`config.mk`:
```
export PLATFORM = sky130hd
export DESIGN_NAME = ipml_fifo_rd_arbiter
export DESIGN_NICKNAME = d
export VERILOG_FILES = /design/src/rtl/ipml_fifo_rd_arbiter.sv
export SDC_FILE = /design/constraint.sdc
export NUM_CORES = 1
export LEC_CHECK = 0
export ABC_AREA = 1
export ABC_CLOCK_PERIOD_IN_PS = 2500
export BUFFER_PORTS_ARGS = -buffer_cell sky130_fd_sc_hd__buf_2
export CAP_MARGIN = 20
export CORE_ASPECT_RATIO = 0.8
export CORE_MARGIN = 2
export CORE_UTILIZATION = 35
export CTS_BUF_LIST = sky130_fd_sc_hd__clkbuf_8 sky130_fd_sc_hd__clkbuf_16
export DETAILED_ROUTE_END_ITERATION = 6
export GPL_ROUTABILITY_DRIVEN = 0
export PLACE_DENSITY = 0.71
export SYNTH_ARGS = -nofsm -noshare
export SYNTH_HDL_FRONTEND = slang
export SYNTH_SLANG_ARGS = --single-unit
```
`constraint.sdc`:
```
create_clock -name rd_clk -period 2.5 [get_ports rd_clk]
set_input_delay 0 -clock rd_clk [delete_from_list [all_inputs] [get_ports rd_clk]]
set_output_delay 0 -clock rd_clk [all_outputs]
set_load 0.02 [all_outputs]
```
`src/rtl/ipml_fifo_rd_arbiter.sv`:
```
// Round-robin burst arbiter draining N_SRC show-ahead FIFO read ports into one
// valid/ready stream, tagging each beat with its source id.
module ipml_fifo_rd_arbiter #(
   parameter int N_SRC     = 4,
   parameter int ID_W      = 2,
   parameter int DATA_W    = 16,
   parameter int BURST_LEN = 32,
   parameter int IDLE_TO   = 8
) (
   input  logic                    rd_clk,
   input  logic                    rd_rst,
   input  logic                    arb_en,
   input  logic [N_SRC*DATA_W-1:0] src_data,
   input  logic [N_SRC-1:0]        src_vld,
   output logic [N_SRC-1:0]        src_rd_en,
   output logic [DATA_W-1:0]       out_data,
   output logic                    out_vld,
   input  logic                    out_rdy,
   output logic [ID_W-1:0]         out_id,
   output logic                    out_last,
   output logic [N_SRC-1:0]        grant,
   output logic                    burst_abort
);

   localparam int              CNT_W      = (BURST_LEN > 2) ? $clog2(BURST_LEN) : 1;
   localparam logic [CNT_W-1:0] LAST_BEAT  = CNT_W'(BURST_LEN - 1);
   localparam logic [7:0]       IDLE_LIMIT = 8'(IDLE_TO - 1);

   typedef enum logic {IDLE, BURST} state_t;

   state_t            state, state_nxt;
   logic [ID_W-1:0]   ptr, ptr_nxt, id_nxt;
   logic [N_SRC-1:0]  grant_nxt;
   logic [CNT_W-1:0]  beat_cnt, beat_cnt_nxt;
   logic [7:0]        idle_cnt, idle_cnt_nxt;
   logic              abort_nxt;
   logic [DATA_W-1:0] src_word [N_SRC];
   logic              head_vld, beat, found;
   logic [ID_W-1:0]   pick, cand;

   for (genvar g = 0; g < N_SRC; g++) begin : g_unpack
      assign src_word[g] = src_data[g*DATA_W +: DATA_W];
   end

   // Zero-latency datapath; the reset cycle is masked so no FIFO pop happens in it.
   assign head_vld = src_vld[out_id];
   assign out_data = src_word[out_id];
   assign out_vld  = (state == BURST) & head_vld & ~rd_rst;
   assign beat     = out_vld & out_rdy;
   assign out_last = out_vld & (beat_cnt == LAST_BEAT);

   always_comb begin
      // NOTE: every combinational output gets a default first, so no path can infer a latch.
      src_rd_en = '0;
      if (beat) src_rd_en[out_id] = 1'b1;
   end

   // Search ptr+1, ptr+2, ... so the last granted source has lowest priority.
   always_comb begin
      found = 1'b0;
      pick  = '0;
      cand  = '0;
      for (int k = 1; k <= N_SRC; k++) begin
         cand = ID_W'((int'(ptr) + k) % N_SRC);
         if (!found && src_vld[cand]) begin
            found = 1'b1;
            pick  = cand;
         end
      end
   end

   always_comb begin
      state_nxt    = state;
      grant_nxt    = grant;
      id_nxt       = out_id;
      ptr_nxt      = ptr;
      beat_cnt_nxt = beat_cnt;
      idle_cnt_nxt = idle_cnt;
      abort_nxt    = 1'b0;
      case (state)
         IDLE: begin
            if (arb_en && found) begin
               state_nxt    = BURST;
               grant_nxt    = N_SRC'(1) << pick;
               id_nxt       = pick;
               ptr_nxt      = pick;
               beat_cnt_nxt = '0;
               idle_cnt_nxt = '0;
            end
         end
         BURST: begin
            if (beat) begin
               idle_cnt_nxt = '0;
               if (out_last) begin
                  state_nxt = IDLE;
                  grant_nxt = '0;
               end else begin
                  beat_cnt_nxt = beat_cnt + CNT_W'(1);
               end
            end else if (!head_vld) begin
               if (idle_cnt == IDLE_LIMIT) begin
                  state_nxt = IDLE;
                  grant_nxt = '0;
                  abort_nxt = 1'b1;
               end else begin
                  idle_cnt_nxt = idle_cnt + 8'd1;
               end
            end
         end
         default: state_nxt = IDLE;
      endcase
   end

   always_ff @(posedge rd_clk) begin
      // NOTE: state registers use non-blocking assignments so every flop samples pre-edge values.
      if (rd_rst) begin
         state       <= IDLE;
         grant       <= '0;
         out_id      <= '0;
         ptr         <= ID_W'(N_SRC - 1);
         beat_cnt    <= '0;
         idle_cnt    <= '0;
         burst_abort <= 1'b0;
      end else begin
         state       <= state_nxt;
         grant       <= grant_nxt;
         out_id      <= id_nxt;
         ptr         <= ptr_nxt;
         beat_cnt    <= beat_cnt_nxt;
         idle_cnt    <= idle_cnt_nxt;
         burst_abort <= abort_nxt;
      end
   end

endmodule

```
Word-level counts from Yosys, hierarchy flattened:

Index checks and enable logic that the tools add are counted.

* bits in writable memories: 0
* bits in registers: 23
* memories: 0
* ROM bits: 0
* latch bits: 0
* input port bits: 72

* eq/ne operators: 9
* shift operators: 1
* magnitude comparators: 7
* divide/modulo/power cells: 0
* add/subtract/negate cells: 6
* multiplexer cells: 46
* reductions and logical operators: 13
* bitwise logic cells: 7
* $mul: 0

Operators with widths (number)
* binary-select mux 16 bit (select 2 bit): 1
* two-way mux 16 bit: 2
* two-way mux 8 bit: 4
* two-way mux 4 bit: 6
* two-way mux 1 bit: 16
* one-hot mux 8 bit (2 select lines): 1
* less-than comparator 2 x 3 -> 1 bit, second input constant: 5
* two-way mux 5 bit: 3
* binary-select mux 1 bit (select 2 bit): 5
* one-hot mux 5 bit (2 select lines): 1
* adder 8 x 1 -> 8 bit, second input constant: 1
* == test 8 x 3 -> 1 bit, second input constant: 1
* two-way mux 2 bit: 4
* one-hot mux 4 bit (2 select lines): 1
* != test 3 bit, second input constant: 2
* AND reduction 3 bit: 2
* adder 5 x 1 -> 5 bit, second input constant: 1
* == test 5 bit, second input constant: 1
* logical AND 1 bit: 5
* adder 2 x 1 -> 2 bit, second input constant: 2
* adder 2 bit, second input constant: 2
* bitwise AND 1 bit: 4
* != test 2 bit, second input constant: 2
* AND reduction 4 bit: 1
* other kinds (13): 16

Longest topological paths before layout:

* depth after elaboration: 16
* depth in mapped cells: 14
* mapped depth without buffers: 13

Worst setup path after synthesis:

OpenSTA, ideal clock, no wires.

* kind: register to register
* start point: register out_id[0]
* end point: register beat_cnt[1]
* arrival time: 1.538 ns
* slack: 0.845 ns
* buffers on the path: 2
* cell stages (with the launch flop): 14
* cell sequence: dfxtp_1 -> buf_6 -> nand2_2 -> nor2_2 -> nor2_2 -> nand2_2 -> nand3_2 -> buf_6 -> nand2_4 -> nand2_2 -> inv_4 -> nand2_2 -> nand2_1 -> a21oi_1

* longest elaborated chain between the ends: 7

RTL lines
* start: declaration: line 19 `output logic [ID_W-1:0] out_id,`
* start signal: assignment: line 127 `out_id <= id_nxt;`
* binary-select mux 1 bit (select 2 bit) *: line 46 `assign head_vld = src_vld[out_id];`
* two-way mux 1 bit (not written as such) *: line 46
* bitwise AND 1 bit * (2 in series): line 48 `assign out_vld = (state == BURST) & head_vld & ~rd_rst;`
* bitwise AND 1 bit, on equally long branches: line 49, 50
* != test 2 x 1 -> 1 bit (no source line) or != test 2 bit (tied branches)
* AND reduction 3 bit (no source line) *
* end signal: assignment: line 129 `beat_cnt <= beat_cnt_nxt;`
* end: declaration: line 34 `logic [CNT_W-1:0] beat_cnt, beat_cnt_nxt;`

Mark *: on every way between the ends. The rest lies on a longest branch, timed or not. The select of a mux whose other input is x is not followed.
A chain may end at the register's enable or synchronous reset.

Final worst setup path:

* start point: register out_id[0]
* end point: register idle_cnt[1]

* longest elaborated chain between the ends: 7

RTL lines
* binary-select mux 1 bit (select 2 bit) *: line 46
* two-way mux 1 bit (not written as such) *: line 46
* bitwise AND 1 bit (2 in series): line 48
* bitwise AND 1 bit: line 49 `assign beat = out_vld & out_rdy;`
* != test 3 bit (no source line) (tied with other cells)
* AND reduction 3 bit (no source line) or one-hot mux 8 bit (2 select lines) (tied branches)
* end signal: assignment: line 130 `idle_cnt <= idle_cnt_nxt;`
* end: declaration: line 35 `logic [7:0] idle_cnt, idle_cnt_nxt;`

Marked as above.

==> out/qor.yml <==
p_leak_nw: 1.32
layout.cells.non_filler: 500
peakVddDrop_mv: 0.306
startpoint_type: "flip-flop"
die_h_um: 72.2
std_cell_rows: 24
drt_pre_antenna_iters: 4
timing.final.crit_share: 0.808
finalSetupViolCount: 0
fin_nets: 498
mostFrequentLayoutCells: "buf_2 (100), nand2_1 (75), nand3_1 (73)"
tns_ns: 0
grt.total_usage: 0.177
critPathKind: "flip-flop to flip-flop"
p_sw_uw: 739
power.share.switching: 0.478
dp.cells: 496
clock_path_buffers: 2
netlist_area_um2: 2030
hpwl_mm: 4.69
whs_ns: 0.112
relSlewSlack: 0.640
die-area_um2: 6430
insertion_delay_ns: 0.27
run_status: "finished clean"
finalCriticalPeriod_ns: 2.02
drv_cap: 0
crit_end: "idle_cnt[1]"
drcViolationCount: 0
io_buffers: 100
worstMarginPinSlew_ns: 0.539
numCtsBuffers: 3
layout_commonest_cell: "buf_2"
skew_ns: 0.00501
antenna_found_initial: 0
intPower_uw: 809
clock_power_share: 0.147
setup_ws_ns: 0.479
htree_levels: 1
gr-total-overflow: 0
p_per_area_nw_per_um2: 597
post_cts_buffers: 0
start_util: 0.368
hold_viol: 0
io_pins: 101
critPathCaptureType: "flip-flop"
dpl_worst_slack_ns: 0.498
postRouteWirelength_mm: 5.88
avgRoutedWirePerCell_um: 11.8
required_ns: 2.66
grt_pass1_wl_mm: 9.20
ys_seq_elements: 23
vias_per_cell: 4.87
worstSetupStartpoint: "out_id[0]"
hp-class: "input port to flip-flop"
numClockSinks: 23
antenna_left: 0
r2r_start: "out_id[0]"
drive_gt1_frac: 0.329
post_synth.cell_area_avg_um2: 6.14
rrSetupSlack_ns: 0.48
drt_iter0_markers: 99
synthDistinctLibCells: 31
clkSlewWorstSetupHoldPaths_ns: 0.08
fmax_ghz: 0.495
cp.arrival_ns: 2.19
r2r_end: "idle_cnt[1]"
rsz0062_at_grt: "false"
dieWidth_um: 89.2
postCtsHoldBufs: 0
p_comb_frac: 0.560
grt_max_degree: 34
seqPwrFrac: 0.294
area.growth.synth_to_final_pct: 27.6
cts_tree: "done"
grt_pass1_vias: 2189
n_antenna_cell: 0
synth_warnings: 0
worstRegToRegCells: 10
cts-root-buf: "clkbuf_8"
syn_inst: 331
coreArea_um2: 5530
syn_nets: 406
via_count: 2436
final-max-slew-violation-count: 0
synth-seq-area-share: 0.227
cts_resized: 0
path_max_fanout: 12
-- power by group through the flow --
| stage | Sequential, mW | Clock, mW | Combinational [mW] |
|---|---|---|---|
| floorplan | 0.464 | 0 | 0.644 |
| global placement | 0.463 | 0 | 0.860 |
| detailed placement | 0.463 | 0 | 0.867 |
| CTS | 0.455 | 0.235 | 0.871 |
| global route | 0.462 | 0.246 | 0.968 |
| finish | 0.455 | 0.227 | 0.866 |
-- registers in the layout, summed over array words and instances, names as in the netlist --
| register | count |
|---|---|
| beat_cnt | 5 |
| ptr | 2 |
| out_id | 2 |
| idle_cnt | 8 |
| grant | 4 |
| state | 1 |
| burst_abort | 1 |
-- layout make-up --
class	instances	area, um^2
well taps	78	97.6
multi-input cells	265	1370
clock inverters	1	3.75
flip-flops and latches	23	460
clock buffers	3	41.3
repair buffers	102	515
inverters	28	108
fillers	624	2930
-- synthesized netlist by cell type --
| cell | number | area share |
|---|---|---|
| o211ai_1 | 1 | 0.0037 |
| nand3_4 | 1 | 0.0086 |
| nor3b_1 | 1 | 0.0037 |
| nand3b_1 | 1 | 0.0037 |
| a21oi_1 | 20 | 0.049 |
| nand4_1 | 1 | 0.0031 |
| or2_1 | 1 | 0.0031 |
| nand2_4 | 3 | 0.017 |
| ha_1 | 3 | 0.018 |
| o211ai_2 | 1 | 0.0062 |
| nand3_1 | 73 | 0.18 |
| nor2_1 | 36 | 0.067 |
| nor2_2 | 2 | 0.0062 |
| o21bai_1 | 1 | 0.0037 |
| dfxtp_1 | 23 | 0.23 |
| nand2_1 | 75 | 0.14 |
| xor2_1 | 5 | 0.022 |
| nand2_2 | 14 | 0.043 |
| nand3_2 | 2 | 0.0099 |
| buf_6 | 5 | 0.028 |
| inv_1 | 20 | 0.037 |
| o21ai_1 | 2 | 0.0049 |
| inv_4 | 1 | 0.0031 |
| a21oi_2 | 1 | 0.0043 |
| clkbuf_1 | 9 | 0.017 |
| a22oi_1 | 16 | 0.059 |
| o21ai_0 | 2 | 0.0049 |
| buf_4 | 1 | 0.0037 |
| nor2_4 | 2 | 0.011 |
| inv_2 | 7 | 0.013 |
| nor3_1 | 1 | 0.0025 |
-- cell families (layout without fill, tap and decap cells) --
group | count (synthesis) | after routing | synth area share
adder cells (fa/ha/maj) | 3 | 3 | 0.0185
flip-flops | 23 | 23 | 0.227
XOR/XNOR | 5 | 5 | 0.0216
AO/OA/AOI/OAI | 44 | 44 | 0.136
buffers and inverters | 43 | 134 | 0.101
AND/OR/NAND/NOR | 213 | 213 | 0.496
-- worst max-delay path, stage by stage, from the launching register on --
cell      delay, ns
dfxtp_1        0.51
buf_4          0.26
nand2_2        0.09
nor2_2         0.10
nor2_2         0.05
nand2_2        0.10
nand3_2        0.22
o211ai_2       0.24
nand2_4        0.14
o21ai_1        0.15
nor2_1         0.05
-- metrics by stage --
step	total power [mW]	cell area (um^2)	util
2_1_floorplan	1.11	2030	-
3_3_place_gp	1.32	2550	0.461
3_5_place_dp	1.33	2550	0.461
4_1_cts	1.56	2590	0.469
5_1_grt	1.68	2590	0.469
6_report	1.55	2590	0.469
-- worst min-delay path by stage --
stage	from	to	slack, ns	depth (start not counted)
global placement	src_data[11]	out_data[11]	0.34	4
global route	arb_en	state	0.13	3
detailed placement	src_data[5]	out_data[5]	0.34	4
finish	arb_en	state	0.11	3
floorplan	src_data[0]	out_data[0]	0.21	2
CTS	arb_en	state	0.11	3
-- metal layers --
metal / global-route usage / wire length [um] / up-vias
li1: - / - / 1286
met1: 0.213 / 2640 / 1064
met2: 0.329 / 2780 / 79
met3: 0.0307 / 402 / 7
met4: 0.0348 / 63 / 0
met5: 0 / 0 / -
Power figures use the tool's default switching activity.
